$ cat src/rtl/tbird_pkg.sv
// tbird_pkg -- shared definitions for the Thunderbird tail-light path.
//   DEBOUNCE_CYCLES_DEF : default debounce length in clk cycles
//   TICK_DIV_DEF        : default clk cycles per FSM step enable
//   req_e               : request encoding shared with the tail-light FSM
//   req_encode()        : maps debounced left/right levels to a request
package tbird_pkg;

  localparam int DEBOUNCE_CYCLES_DEF = 16;
  localparam int TICK_DIV_DEF        = 25000000;

  typedef enum logic [1:0] {
    REQ_OFF    = 2'd0,
    REQ_LEFT   = 2'd1,
    REQ_RIGHT  = 2'd2,
    REQ_HAZARD = 2'd3
  } req_e;

  // Both switches on is a hazard request, never left and right together.
  function automatic req_e req_encode(input logic l, input logic r);
    req_e req;
    case ({l, r})
      2'b10:   req = REQ_LEFT;
      2'b01:   req = REQ_RIGHT;
      2'b11:   req = REQ_HAZARD;
      default: req = REQ_OFF;
    endcase
    return req;
  endfunction

endpackage

$ cat src/rtl/tbird_input_cond_if.sv
// tbird_input_cond_if -- switch pins in, conditioned requests out.
//   left_pin, right_pin : raw turn switches (asynchronous to clk)
//   clk_en              : one-cycle FSM step enable
//   left_req, right_req, hazard_req : mutually exclusive requests
// Modports: master = switch/FSM side, slave = the conditioner.
interface tbird_input_cond_if;
  logic left_pin;
  logic right_pin;
  logic clk_en;
  logic left_req;
  logic right_req;
  logic hazard_req;

  modport master (
    output left_pin, right_pin,
    input  clk_en, left_req, right_req, hazard_req
  );

  modport slave (
    input  left_pin, right_pin,
    output clk_en, left_req, right_req, hazard_req
  );
endinterface

$ cat src/rtl/switch_debounce.sv
// switch_debounce -- two-flop synchroniser plus debounce counter for one
// switch channel.
//   clk   : system clock
//   reset : asynchronous active-low reset
//   pin   : raw switch level (asynchronous to clk)
//   db    : debounced level; follows the synced level only after it has
//           differed for DEBOUNCE_CYCLES consecutive edges
module switch_debounce
  import tbird_pkg::*;
#(
  parameter int DEBOUNCE_CYCLES = DEBOUNCE_CYCLES_DEF
) (
  input  logic clk,
  input  logic reset,
  input  logic pin,
  output logic db
);

  localparam int CNT_W = (DEBOUNCE_CYCLES > 2) ? $clog2(DEBOUNCE_CYCLES) : 1;
  localparam logic [CNT_W-1:0] CNT_MAX = CNT_W'(DEBOUNCE_CYCLES - 1);

  logic             sync1_reg;
  logic             sync2_reg;
  logic             db_reg;
  logic [CNT_W-1:0] cnt_reg;

  always_ff @(posedge clk or negedge reset) begin
    if (!reset) begin
      sync1_reg <= 1'b0;
      sync2_reg <= 1'b0;
      db_reg    <= 1'b0;
      cnt_reg   <= '0;
    end else begin
      sync1_reg <= pin;
      sync2_reg <= sync1_reg;
      // Any return to the accepted level restarts the count, so a bounce
      // has to settle for the full window before it is believed.
      if (sync2_reg == db_reg) begin
        cnt_reg <= '0;
      end else if (cnt_reg == CNT_MAX) begin
        db_reg  <= sync2_reg;
        cnt_reg <= '0;
      end else begin
        cnt_reg <= cnt_reg + CNT_W'(1);
      end
    end
  end

  assign db = db_reg;

endmodule

$ cat src/rtl/tbird_input_cond.sv
// tbird_input_cond -- input conditioner in front of the tail-light FSM.
// Debounces both turn switches, generates the slow step enable and
// presents requests that only change on a step enable.
//   clk   : system clock, rising edge
//   reset : asynchronous active-low reset
//   io    : tbird_input_cond_if.slave (pins in, clk_en/requests out)
// Build option: SW_ACTIVE_LOW_EN -- pins read 0 when the switch is on
// (pull-up wiring); they are inverted ahead of the synchronisers.
module tbird_input_cond
  import tbird_pkg::*;
#(
  parameter int DEBOUNCE_CYCLES = DEBOUNCE_CYCLES_DEF,
  parameter int TICK_DIV        = TICK_DIV_DEF
) (
  input logic                 clk,
  input logic                 reset,
  tbird_input_cond_if.slave   io
);

  localparam int DIV_W = (TICK_DIV > 2) ? $clog2(TICK_DIV) : 1;
  localparam logic [DIV_W-1:0] DIV_MAX = DIV_W'(TICK_DIV - 1);

  // Channel 0 = left, channel 1 = right.
  logic [1:0] pin_vec;
  logic [1:0] db_vec;

`ifdef SW_ACTIVE_LOW_EN
  // Inverting here keeps every internal level meaning "switch on" = 1,
  // so reset values of 0 still mean "off".
  assign pin_vec = ~{io.right_pin, io.left_pin};
`else
  assign pin_vec = {io.right_pin, io.left_pin};
`endif

  for (genvar gi = 0; gi < 2; gi++) begin : g_ch
    switch_debounce #(
      .DEBOUNCE_CYCLES(DEBOUNCE_CYCLES)
    ) u_debounce (
      .clk  (clk),
      .reset(reset),
      .pin  (pin_vec[gi]),
      .db   (db_vec[gi])
    );
  end

  logic [DIV_W-1:0] div_cnt_reg;
  logic             clk_en_reg;
  logic             left_req_reg;
  logic             right_req_reg;
  logic             hazard_req_reg;
  req_e             req_next;

  assign req_next = req_encode(db_vec[0], db_vec[1]);

  // Free-running divider; clk_en is registered so it is high in the cycle
  // after div_cnt hits its terminal count.
  always_ff @(posedge clk or negedge reset) begin
    if (!reset) begin
      div_cnt_reg <= '0;
      clk_en_reg  <= 1'b0;
    end else begin
      clk_en_reg  <= (div_cnt_reg == DIV_MAX);
      div_cnt_reg <= (div_cnt_reg == DIV_MAX) ? '0 : div_cnt_reg + DIV_W'(1);
    end
  end

  // Requests sample the debounced levels only on a step enable, so a db
  // change landing on the same edge is picked up one step later.
  always_ff @(posedge clk or negedge reset) begin
    if (!reset) begin
      left_req_reg   <= 1'b0;
      right_req_reg  <= 1'b0;
      hazard_req_reg <= 1'b0;
    end else if (clk_en_reg) begin
      left_req_reg   <= (req_next == REQ_LEFT);
      right_req_reg  <= (req_next == REQ_RIGHT);
      hazard_req_reg <= (req_next == REQ_HAZARD);
    end
  end

  assign io.clk_en     = clk_en_reg;
  assign io.left_req   = left_req_reg;
  assign io.right_req  = right_req_reg;
  assign io.hazard_req = hazard_req_reg;

endmodule

$ cat src/flat_wrapper.sv
// flat-port wrapper written by rule: the top's interface ports become plain ports
module tbird_input_cond_flat import tbird_pkg::*;
#(
  parameter int DEBOUNCE_CYCLES = DEBOUNCE_CYCLES_DEF,
  parameter int TICK_DIV        = TICK_DIV_DEF
)
  (clk, reset, io_left_pin, io_right_pin, io_clk_en, io_left_req, io_right_req, io_hazard_req);
  tbird_input_cond_if io_i ();
  input logic clk;
  input logic reset;
  input wire logic [$bits(io_i.left_pin)-1:0] io_left_pin;
  input wire logic [$bits(io_i.right_pin)-1:0] io_right_pin;
  output wire logic [$bits(io_i.clk_en)-1:0] io_clk_en;
  output wire logic [$bits(io_i.left_req)-1:0] io_left_req;
  output wire logic [$bits(io_i.right_req)-1:0] io_right_req;
  output wire logic [$bits(io_i.hazard_req)-1:0] io_hazard_req;
  assign io_i.left_pin = io_left_pin;
  assign io_i.right_pin = io_right_pin;
  assign io_clk_en = io_i.clk_en;
  assign io_left_req = io_i.left_req;
  assign io_right_req = io_i.right_req;
  assign io_hazard_req = io_i.hazard_req;
  tbird_input_cond #(.DEBOUNCE_CYCLES(DEBOUNCE_CYCLES), .TICK_DIV(TICK_DIV)) u_core (.clk(clk), .reset(reset), .io(io_i));
endmodule
$ cat config.mk
export PLATFORM = sky130hd
export DESIGN_NAME = tbird_input_cond_flat
export DESIGN_NICKNAME = d
export VERILOG_FILES = /design/src/rtl/tbird_pkg.sv /design/src/rtl/tbird_input_cond_if.sv /design/src/rtl/switch_debounce.sv /design/src/rtl/tbird_input_cond.sv /design/src/flat_wrapper.sv
export SDC_FILE = /design/constraint.sdc
export NUM_CORES = 1
export LEC_CHECK = 0
export CORE_UTILIZATION = 40
export CTS_CLUSTER_SIZE = 20
export DETAILED_ROUTE_END_ITERATION = 6
export GPL_TIMING_DRIVEN = 0
export PLACE_DENSITY_LB_ADDON = 0.15
export SYNTH_ARGS = -nofsm -noshare
export SYNTH_HDL_FRONTEND = slang
export SYNTH_SLANG_ARGS = --single-unit
$ cat constraint.sdc
create_clock -name clk -period 3.8 [get_ports clk]
set_input_delay 0.38 -clock clk [delete_from_list [all_inputs] [get_ports clk]]
set_output_delay 0.38 -clock clk [all_outputs]
set_load 0.02 [all_outputs]
==> flow_summary.json <==
{
  "hpwlAfterDp_mm": 2.499,
  "fp.dieH_um": 71.27,
  "cp-startpoint": "u_core.div_cnt_reg[11]",
  "post-route-cell-area_um2": 2183,
  "grt_pass1_vias": 1279,
  "dr.pass1.iters": 6,
  "antennaDiodeCount": 0,
  "die_w_um": 71.27,
  "rsz0062_at_grt": "false",
  "register_area_um2": 1076,
  "cts_buffer_depth": 2,
  "io_pins": 8,
  "grt_max_degree": 25,
  "worst_pin_slew_ns": 1.073,
  "place.gp.congestion": 0.8510,
  "dieArea_um2": 5079,
  "antenna_left": 0,
  "antenna_found_initial": 0,
  "yosysSeqAreaShare_pct": 56.06,
  "dpl_cell_area_um2": 2077,
  "min_path_type": "in2async",
  "routed_via_density": 5.381,
  "p_per_area_nw_per_um2": 383.5,
  "overflow": 0,
  "cp.arrival_ns": 2.37,
  "vias": 1313,
  "ir_drop_mv": 0.2741,
  "required_ns": 3.96,
  "violations": "DRC",
  "fmax_ghz": 0.4523,
  "core_um2": 4474,
  "post_cts_resized": 0,
  "clock_sinks": 43,
  "cp_cell_sequence": "and4_1 -> clkbuf_1 -> nand4_1 -> nor2_1 -> clkbuf_1 -> nor2_1",
  "clock-root-buffer": "clkbuf_8",
  "fin_setup_tns_ns": 0,
  "largest_register_ffs": 25,
  "post_cts_buffers": 0,
  "numCtsBuffers": 5,
  "htreeDepth": 2,
  "start_util_pct": 42.90,
  "finalSetupViolCount": 0,
  "end_kind": "flop",
  "skew_ns": 0.008794,
  "rows": 24,
  "synth_top_area_cell": "dfrtp_1",
  "ys_ff_latch": 43,
  "syn_avg_cell_area_um2": 10.84,
  "cts_tree": "built",
  "syn_nets": 184,
  "maxCapViolCount": 0,
  "area_growth_pct": 13.75,
  "period_minus_slack_ns": 2.211,
  "routed_wl_mm": 3.403,
  "p_leak_nw": 0.9047,
  "fillCellCount": 399,
  "synthTopCellsByArea": "dfrtp_1, xnor2_1, o21ai_0",
  "slew_violations": 0,
  "slowest_delay_ns": 0.46,
  "synth_cell_types": 34,
  "synthDominantCellAreaShare_pct": 56.06,
  "avgRoutedWirePerCell_um": 13.95,
  "final_nets": 199,
  "grt_first_pass_wirelength_mm": 5.989,
  "clock_latency_ns": 0.29,
  "drive_gt1_share_pct": 8.854,
  "relSlewSlack_pct": 27.79,
  "synth_cells": 177,
  "cp_num_buf_inv": 2,
  "crit_fanout": 10,
  "setup_slack_ns": 1.589,
  "r2r_start": "u_core.div_cnt_reg[11]",
  "critical_path.top_delay_family": "simple AND/OR/NAND/NOR gates",
  "clkTransAtPathRegs_ns": 0.08,
  "drc": 1,
  "synth.yosys.warnings": 0,
  "grt_usage_pct": 15.85,
  "outcome": "complete, but fails checks",
  "multi_input_area_um2": 800.8,
  "critPathLaunchType": "flop",
  "cpMaxStageDelayCell": "nor2_1",
  "fin_util_pct": 48.80,
  "syn_area_um2": 1919,
  "hold_viol_final": 0,
  "criticalPathCategory": "reg2reg",
  "hold_buffers": 0,
  "pre_cts_slack_ns": 1.569,
  "period_share_pct": 58.18,
  "numPortBuffers": 7,
  "first_iter_violations": 57
}
## area by class of cell
type                            count  share of cell area [%]
Tap cell                           52                   2.980
Buffer                              4                  0.7450
Timing Repair Buffer                8                   4.241
Inverter                            7                   1.203
Clock inverter                      2                   1.719
Clock buffer                        5                   3.152
Sequential cell                    43                   49.28
Multi-Input combinational cell    123                   36.68
## report_power, final
group	leakage [nW]	internal, mW	total (mW)	switching [mW]
sequential	0.572	0.465	0.471	0.00622
clock	0.0502	0.192	0.340	0.148
combinational	0.282	0.0119	0.0267	0.0148
total	0.905	0.668	0.837	0.169
## worst register-to-register path, delay by kind of cell (launching register included)
| family | cells | cell delay (ns) |
|---|---|---|
| buffers and inverters | 2 | 0.69 |
| DFF | 1 | 0.42 |
| and+or+nand+nor | 4 | 0.98 |
## cells in the final DEF (no fill, tap or decap), types with 4 or more instances in the layout
| cell | n |
|---|---|
| xnor2_1 | 14 |
| nand4b_1 | 4 |
| nand2_1 | 13 |
| xor2_1 | 5 |
| a21oi_1 | 10 |
| nand3_1 | 10 |
| inv_1 | 7 |
| dfrtp_1 | 43 |
| nor2_1 | 12 |
| clkbuf_8 | 5 |
| o21ai_0 | 11 |
| nor3_1 | 5 |
| clkdlybuf4s50_1 | 6 |
| nor4_1 | 4 |
## final timing paths
path / to / slack [ns] / depth (start not counted)
max: u_core.div_cnt_reg[5] / 1.59 / 6
min: u_core.g_ch[1].u_debounce.sync2_reg / 0.03 / 1
max reg2reg: u_core.div_cnt_reg[5] / 1.59 / 6
min reg2reg: u_core.g_ch[1].u_debounce.sync2_reg / 0.35 / 0
max in group asynchronous: u_core.div_cnt_reg[20] / 3.27 / 2
min in group clk: u_core.g_ch[1].u_debounce.sync2_reg / 0.35 / 0
## Yosys cell counts
master,number
nor2b_1,3
nor4bb_1,1
a21bo_2,1
and2_1,1
o21ai_0,11
nor2_1,12
xnor2_1,14
nand2_1,13
or4_1,1
nor3b_1,2
xor2_1,5
a21oi_1,10
and3_2,1
nand4_1,3
nor4b_1,1
and3_1,2
ha_1,3
buf_2,1
and4_1,3
nor4_1,4
clkbuf_1,3
nand4_4,1
mux2_2,2
nand3_1,10
mux2i_1,2
and2_0,1
nand3b_1,3
nor3_1,5
or3_2,2
o31ai_1,1
nand4b_1,4
inv_1,7
dfrtp_1,43
or3_1,1
## kinds of logic (layout without fill, tap and decap cells)
family | Yosys count | in the layout | synth area share, %
simple gates | 74 | 74 | 22.49
flops | 43 | 43 | 56.06
compound gates | 23 | 23 | 6.389
xor+xnor | 19 | 19 | 8.670
buf+inv | 11 | 26 | 2.216
mux | 4 | 4 | 2.216
fa+ha+maj | 3 | 3 | 1.956
## per-stage QoR
stage	std cells	hold slack, ns	power, mW
5_1_grt	244	0.05579	0.8768
3_5_place_dp	237	0.3371	0.5074
6_report	244	0.03390	0.8373
4_1_cts	244	0.03795	0.8520
3_3_place_gp	236	0.3317	0.5018
2_1_floorplan	177	0.08441	0.4886
## layer usage
metal  wire length (um)  track usage, %
met3                 83           4.782
met5                  0               0
met2               1566           23.39
met1               1671           20.93
met4                 82           8.889
No activity file was read; power rests on OpenSTA's default activity.
